`src/rtl/peripheral_mpram_arbiter_axi4.sv`:
```
// Round-robin arbiter sharing one single-port MPRAM among NUM_PORTS requesters.
// Grant is combinational from req_i and registered arbitration state; the
// granted port's fields are muxed onto the memory port in the same cycle.
// A locked owner keeps the grant for at most LOCK_MAX consecutive accesses.
// Read responses (rvalid_o) follow a granted read by exactly one cycle.
module peripheral_mpram_arbiter_axi4 #(
    parameter int NUM_PORTS      = 4,
    parameter int AXI_ADDR_WIDTH = 10,
    parameter int AXI_DATA_WIDTH = 32,
    parameter int LOCK_MAX       = 8
) (
    input  logic                                    clk_i,
    input  logic                                    rst_i,
    input  logic [NUM_PORTS-1:0]                    req_i,
    input  logic [NUM_PORTS-1:0]                    lock_i,
    input  logic [NUM_PORTS-1:0]                    we_i,
    input  logic [NUM_PORTS*(AXI_DATA_WIDTH/8)-1:0] be_i,
    input  logic [NUM_PORTS*AXI_ADDR_WIDTH-1:0]     addr_i,
    input  logic [NUM_PORTS*AXI_DATA_WIDTH-1:0]     data_i,
    output logic [NUM_PORTS-1:0]                    gnt_o,
    output logic [NUM_PORTS-1:0]                    rvalid_o,
    output logic [AXI_DATA_WIDTH-1:0]               rdata_o,
    output logic                                    mem_req_o,
    output logic                                    mem_we_o,
    output logic [AXI_DATA_WIDTH/8-1:0]             mem_be_o,
    output logic [AXI_ADDR_WIDTH-1:0]               mem_addr_o,
    output logic [AXI_DATA_WIDTH-1:0]               mem_data_o,
    input  logic [AXI_DATA_WIDTH-1:0]               mem_data_i
);

    localparam int BW = AXI_DATA_WIDTH / 8;
    localparam int PW = (NUM_PORTS > 1) ? $clog2(NUM_PORTS) : 1;
    localparam int CW = $clog2(LOCK_MAX + 1);

    typedef enum logic {
        ST_ARB,
        ST_LOCKED
    } state_e;

    state_e                state_q, state_d;
    logic [PW-1:0]         rr_q, rr_d;
    logic [PW-1:0]         owner_q, owner_d;
    logic [CW-1:0]         cnt_q, cnt_d;
    logic [NUM_PORTS-1:0]  rvalid_q, rvalid_d;

    logic [NUM_PORTS-1:0]  gnt;
    logic                  gnt_any;
    logic [PW-1:0]         gnt_idx;

    // Pick the winner: locked owner if it requests, else first requester from rr upward.
    always_comb begin
        int            cand;
        logic [PW-1:0] cand_idx;
        gnt      = '0;
        gnt_any  = 1'b0;
        gnt_idx  = '0;
        cand     = 0;
        cand_idx = '0;
        if (!rst_i) begin
            if (state_q == ST_LOCKED) begin
                // Owner is exclusive while locked; a dropped owner request idles one cycle.
                if (req_i[owner_q]) begin
                    gnt_any = 1'b1;
                    gnt_idx = owner_q;
                end
            end else begin
                for (int i = 0; i < NUM_PORTS; i++) begin
                    cand     = (int'(rr_q) + i) % NUM_PORTS;
                    cand_idx = PW'(cand);
                    if (!gnt_any && req_i[cand_idx]) begin
                        gnt_any = 1'b1;
                        gnt_idx = cand_idx;
                    end
                end
            end
        end
        if (gnt_any) begin
            gnt[gnt_idx] = 1'b1;
        end
    end

    // Forward the granted port's access to the memory; idle means no write, no byte enables.
    always_comb begin
        mem_we_o   = 1'b0;
        mem_be_o   = '0;
        mem_addr_o = '0;
        mem_data_o = '0;
        if (gnt_any) begin
            mem_we_o   = we_i[gnt_idx];
            mem_be_o   = be_i[int'(gnt_idx)*BW +: BW];
            mem_addr_o = addr_i[int'(gnt_idx)*AXI_ADDR_WIDTH +: AXI_ADDR_WIDTH];
            mem_data_o = data_i[int'(gnt_idx)*AXI_DATA_WIDTH +: AXI_DATA_WIDTH];
        end
    end

    // Next arbitration state: rotate pointer on grants, enter/leave lock, flag reads.
    always_comb begin
        state_d  = state_q;
        rr_d     = rr_q;
        owner_d  = owner_q;
        cnt_d    = cnt_q;
        rvalid_d = gnt & ~we_i;
        if (state_q == ST_ARB) begin
            if (gnt_any) begin
                rr_d = (gnt_idx == PW'(NUM_PORTS - 1)) ? '0 : gnt_idx + PW'(1);
                if (lock_i[gnt_idx] && (LOCK_MAX > 1)) begin
                    state_d = ST_LOCKED;
                    owner_d = gnt_idx;
                    cnt_d   = CW'(1);
                end
            end
        end else begin
            // rr already points past the owner, so on exit the owner ranks last.
            if (!gnt_any) begin
                state_d = ST_ARB;
            end else begin
                cnt_d = cnt_q + CW'(1);
                if (!lock_i[owner_q] || (cnt_d == CW'(LOCK_MAX))) begin
                    state_d = ST_ARB;
                end
            end
        end
    end

    // State registers; reset restores port 0 priority and drops pending responses.
    always_ff @(posedge clk_i) begin
        if (rst_i) begin
            state_q  <= ST_ARB;
            rr_q     <= '0;
            owner_q  <= '0;
            cnt_q    <= '0;
            rvalid_q <= '0;
        end else begin
            state_q  <= state_d;
            rr_q     <= rr_d;
            owner_q  <= owner_d;
            cnt_q    <= cnt_d;
            rvalid_q <= rvalid_d;
        end
    end

    assign gnt_o     = gnt;
    assign mem_req_o = gnt_any;
    assign rvalid_o  = rvalid_q;
    assign rdata_o   = mem_data_i;

endmodule

```
`config.mk`:
```
export PLATFORM = sky130hd
export DESIGN_NAME = peripheral_mpram_arbiter_axi4
export DESIGN_NICKNAME = d
export VERILOG_FILES = /design/src/rtl/peripheral_mpram_arbiter_axi4.sv
export SDC_FILE = /design/constraint.sdc
export NUM_CORES = 1
export LEC_CHECK = 0
export ABC_AREA = 1
export BUFFER_PORTS_ARGS = -buffer_cell sky130_fd_sc_hd__buf_2
export CORE_AREA = 2 2 125 127
export CTS_BUF_LIST = sky130_fd_sc_hd__clkbuf_4 sky130_fd_sc_hd__clkbuf_8 sky130_fd_sc_hd__clkbuf_16
export CTS_CLUSTER_SIZE = 12
export DETAILED_ROUTE_END_ITERATION = 7
export DIE_AREA = 0 0 127 129
export PLACE_DENSITY = 0.47
export SYNTH_ARGS = -nofsm -noshare
export SYNTH_HDL_FRONTEND = slang
export SYNTH_SLANG_ARGS = --single-unit
```
`constraint.sdc`:
```
create_clock -name clk_i -period 2.45 [get_ports clk_i]
set_clock_uncertainty 0.05 [all_clocks]
set_input_delay 0.1225 -clock clk_i [delete_from_list [all_inputs] [get_ports clk_i]]
set_output_delay 0.1225 -clock clk_i [all_outputs]
set_load 0.01 [all_outputs]
```
==> out/qor.txt <==
Worst setup path category: reg -> out
Core Area: 0.0150 mm^2
Gate Count Post-Synth: 567
Drc violations: 0
Clk_lat worst skew: 0.24 ns
Avg Inst Size Synth: 5.17 um^2
First-pass GRT wire length: 22900 um
Maximum cell stage delay along the critical path: 0.36 ns
# placed instances: 959
Number of global-route vias before repair: 4287
Post-synthesis share of cell area spent on full adders, half adders and majority gates: 2.13%
Power consumption: 6.97 mW
Sequential element share of the synthesized area: 8.88%
Number of antenna violations at the first check in global routing: 0
Violations in the final reports: setup timing
Most used cell along the critical path: sky130_fd_sc_hd__nand2_2
Area Overhead vs Synth: 87.8%
Effective utilization at floorplan: 19.6%
Setup repair after global routing missed its margin: true
Pin count of the biggest net entering global routing: 33
Drt pass-1 iters: 4
Clock buffer depth: 2
Proportion of synthesized area in mux cells: 0%
Slew at the pin closest to its max-slew limit: 0.372 ns
Placed wire-length estimate: 10700 um
Largest family of logic cells by synthesized area: simple AND/OR/NAND/NOR gates
Required time worst endpoint: 2.28 ns
XOR/XNOR share of the synthesized area: 0.598%
Max-cap violations: 0
Switching fraction of total power: 50.4%
Final Hold Fails: 0
Achievable clock frequency: 0.379 GHz
Syn Nets: 802
Count of input and output buffers: 253
Combinational share of power: 90.9%
Async set or reset register ratio after synthesis: 0%
Library cells used by synthesis: 32
Count of buffering cells on the critical path with inverters included: 6
TritonCTS buffer count: 3
Total number of vias: 4615
Netlist Area Pre-Place: 0.00293 mm^2
Global route overflow: 0
Aggregate routed wire length: 16200 um
Share of the clock period used by the worst path: 108%
Top-area cell type share of the netlist area: 24.6%
Synthesized-area fraction occupied by ao, oa, aoi and oai cells: 29.0%
Leak pwr: 2.69 nW
Cell at the root of the clock tree: sky130_fd_sc_hd__clkbuf_16
Post-synth EDFFs: 0
CP max stage cell: sky130_fd_sc_hd__dfxtp_4
Fraction of layout instances using a drive strength above 1: 53.8%
# fillers: 1713
Largest delay contributor family on the critical path: buffers and inverters
Die footprint: 0.0164 mm^2
Post-synth top area cell: sky130_fd_sc_hd__nor2_1
Violation count after the first detailed-routing iteration: 241
Clock slew at reported path FFs: 0.04 ns
Slew headroom: 75.0%
Most used standard cells in the synthesized netlist: 192 x sky130_fd_sc_hd__nor2_1, 64 x sky130_fd_sc_hd__o21ai_0, 60 x sky130_fd_sc_hd__a21oi_1, 53 x sky130_fd_sc_hd__nand2_1, 39 x sky130_fd_sc_hd__buf_4
# hold bufs at CTS: 0
Final Wtd Congestion: 0.803
Slew Viols, Final: 0
Routed len/inst: 16.2 um
Cell Count, Final, Fillers Out: 1001
Antenna viol nets, final: 0
Post-detailed-placement cell area: 0.00423 mm^2
Top Ports: 318
Final Critical Period: 2.64 ns
Category of the worst setup path capture point: output port
Power density normalized to cell area: 1270 mW/mm^2
Minimum setup slack in the final design: -0.190 ns
Leading cell type by number of instances after synthesis: sky130_fd_sc_hd__nor2_1
Worst Hold Class: in -> reg
Die Y-Extent: 129 um
Flop pwr share: 4.5%
Via density per instance: 4.61
Clock network fraction of design power: 4.6%
Synth Register Bits: 13
Post-synthesis simple-gate area fraction: 39.5%
Final Instance Area: 0.00551 mm^2
Nature of the critical path startpoint: flip-flop
Cell internal pwr: 3.46 mW
Highest fanout seen on the critical path: 8
Layout Nets: 1049
Worst path cell trace: buf_12 > clkinv_8 > nand2_2 > nand3_2 > nand2_2 > inv_2 > nand3_2 > nand2_2 > o21ai_4 > nand2_4 > clkinv_8 > bufbuf_16 > nor2_1 > nor2_1 > o21ai_2 > a21oi_2 > buf_2
Clock H-tree levels: 1
Max rail drop VDD: 0.000425 V
Most common flop cell mapped by yosys: sky130_fd_sc_hd__dfxtp_1
Standard-cell rows: 45
Die Span X: 127 um
Antenna diodes: 0
Overall routing resource usage: 17.5%
Endpoints failing setup: 51
Status: complete, but fails checks
Total clock sinks: 13
Arr. time, crit path: 2.47 ns
Count of synthesis-stage warnings from yosys: 0
TritonCTS clock tree: yes
Top post-synthesis cells by area: sky130_fd_sc_hd__nor2_1 25%, sky130_fd_sc_hd__o21ai_0 11%, sky130_fd_sc_hd__a21oi_1 10%
Switch Pwr: 3.51 mW
[through the flow]
step / setup slack [ns] / hold WS (ns) / util [%] / setup TNS (ns)
6_report: -0.190 / 0.0128 / 36.8 / -7.14
2_1_floorplan: 0.262 / 0.142 / - / 0
3_5_place_dp: -0.0865 / 0.195 / 28.3 / -0.101
3_3_place_gp: -0.0943 / 0.195 / 28.3 / -0.128
5_1_grt: -0.358 / 0.00728 / 36.8 / -15.84
4_1_cts: -0.161 / 0.00562 / 32.8 / -6.08
[placed cells by master (no fill, tap or decap), types with 5 or more instances in the layout]
master                      synthesis  layout
sky130_fd_sc_hd__o21ai_2            0       7
sky130_fd_sc_hd__nand2_1           53      34
sky130_fd_sc_hd__clkbuf_16          0      10
sky130_fd_sc_hd__nand3_1           22      15
sky130_fd_sc_hd__o21ai_0           64      20
sky130_fd_sc_hd__nor2_1           192     131
sky130_fd_sc_hd__buf_6              6       7
sky130_fd_sc_hd__nand3_2            2       7
sky130_fd_sc_hd__nand2_2            9      21
sky130_fd_sc_hd__buf_12             0      17
sky130_fd_sc_hd__inv_1             21      18
sky130_fd_sc_hd__dfxtp_1           13      11
sky130_fd_sc_hd__buf_2              6     253
sky130_fd_sc_hd__a21oi_1           60      57
sky130_fd_sc_hd__nand2_4            0       7
sky130_fd_sc_hd__nor2_4             1      25
sky130_fd_sc_hd__buf_8              2       5
sky130_fd_sc_hd__o21ai_1           38      75
sky130_fd_sc_hd__buf_4             39      15
sky130_fd_sc_hd__nor2_2             0      37
[state kept, by name, indices dropped and copies added (netlist names)]
signal    cells
rr_q          2
rvalid_o      4
cnt_q         4
state_q       1
owner_q       2
[power by group through the flow]
stage / Sequential, mW / Combinational, mW / Clock [mW]
floorplan: 0.299 / 2.77 / 0
global placement: 0.304 / 4.16 / 0
detailed placement: 0.303 / 4.13 / 0
CTS: 0.304 / 5.50 / 0.333
global route: 0.321 / 6.93 / 0.344
finish: 0.316 / 6.34 / 0.321
[final timing paths]
path	slack, ns	end	start	cells past startpoint
max	-0.19	mem_data_o[6]	rr_q[0]	17
min	0.01	rvalid_o[1]	we_i[1]	2
max reg2reg	0.07	rr_q[1]	rr_q[0]	16
min reg2reg	0.45	cnt_q[1]	cnt_q[1]	2
[cells by family (layout without fill, tap and decap cells)]
group,count (synthesis),after routing
AND/OR/NAND/NOR,286,286
buffers and inverters,95,341
adder cells (fa/ha/maj),5,5
AO/OA/AOI/OAI,166,166
flip-flops,13,13
XOR/XNOR,2,2
[per-layer routing]
layer	wire length, um	vias up	part of all wire (%)	track usage (%)
met5	0	-	0	0
met4	164	0	1.0	3.17
met3	1110	10	6.8	2.25
met2	8120	208	50	31.2
met1	6830	2087	42	23.0
li1	-	2310	-	-
[layout make-up]
class	count	area [um^2]	share of cell area [%]
repair buffers	311	2260	41.0
well taps	188	235	4.27
repair inverters	1	8.76	0.159
clock buffers	4	82.6	1.50
inverters	25	119	2.16
multi-input cells	459	2540	46.1
flip-flops and latches	13	265	4.82
[what timing repair did]
action | 4_1_cts | 5_1_grt
pin swaps | 10 | 46
resized for setup | 64 | 152
gates cloned | 10 | 8
setup buffers | 16 | 7
endpoints found under the hold margin | 0 | 0
setup endpoints to repair | 51 | 60
Note: power is estimated with default switching activity, not from simulation.
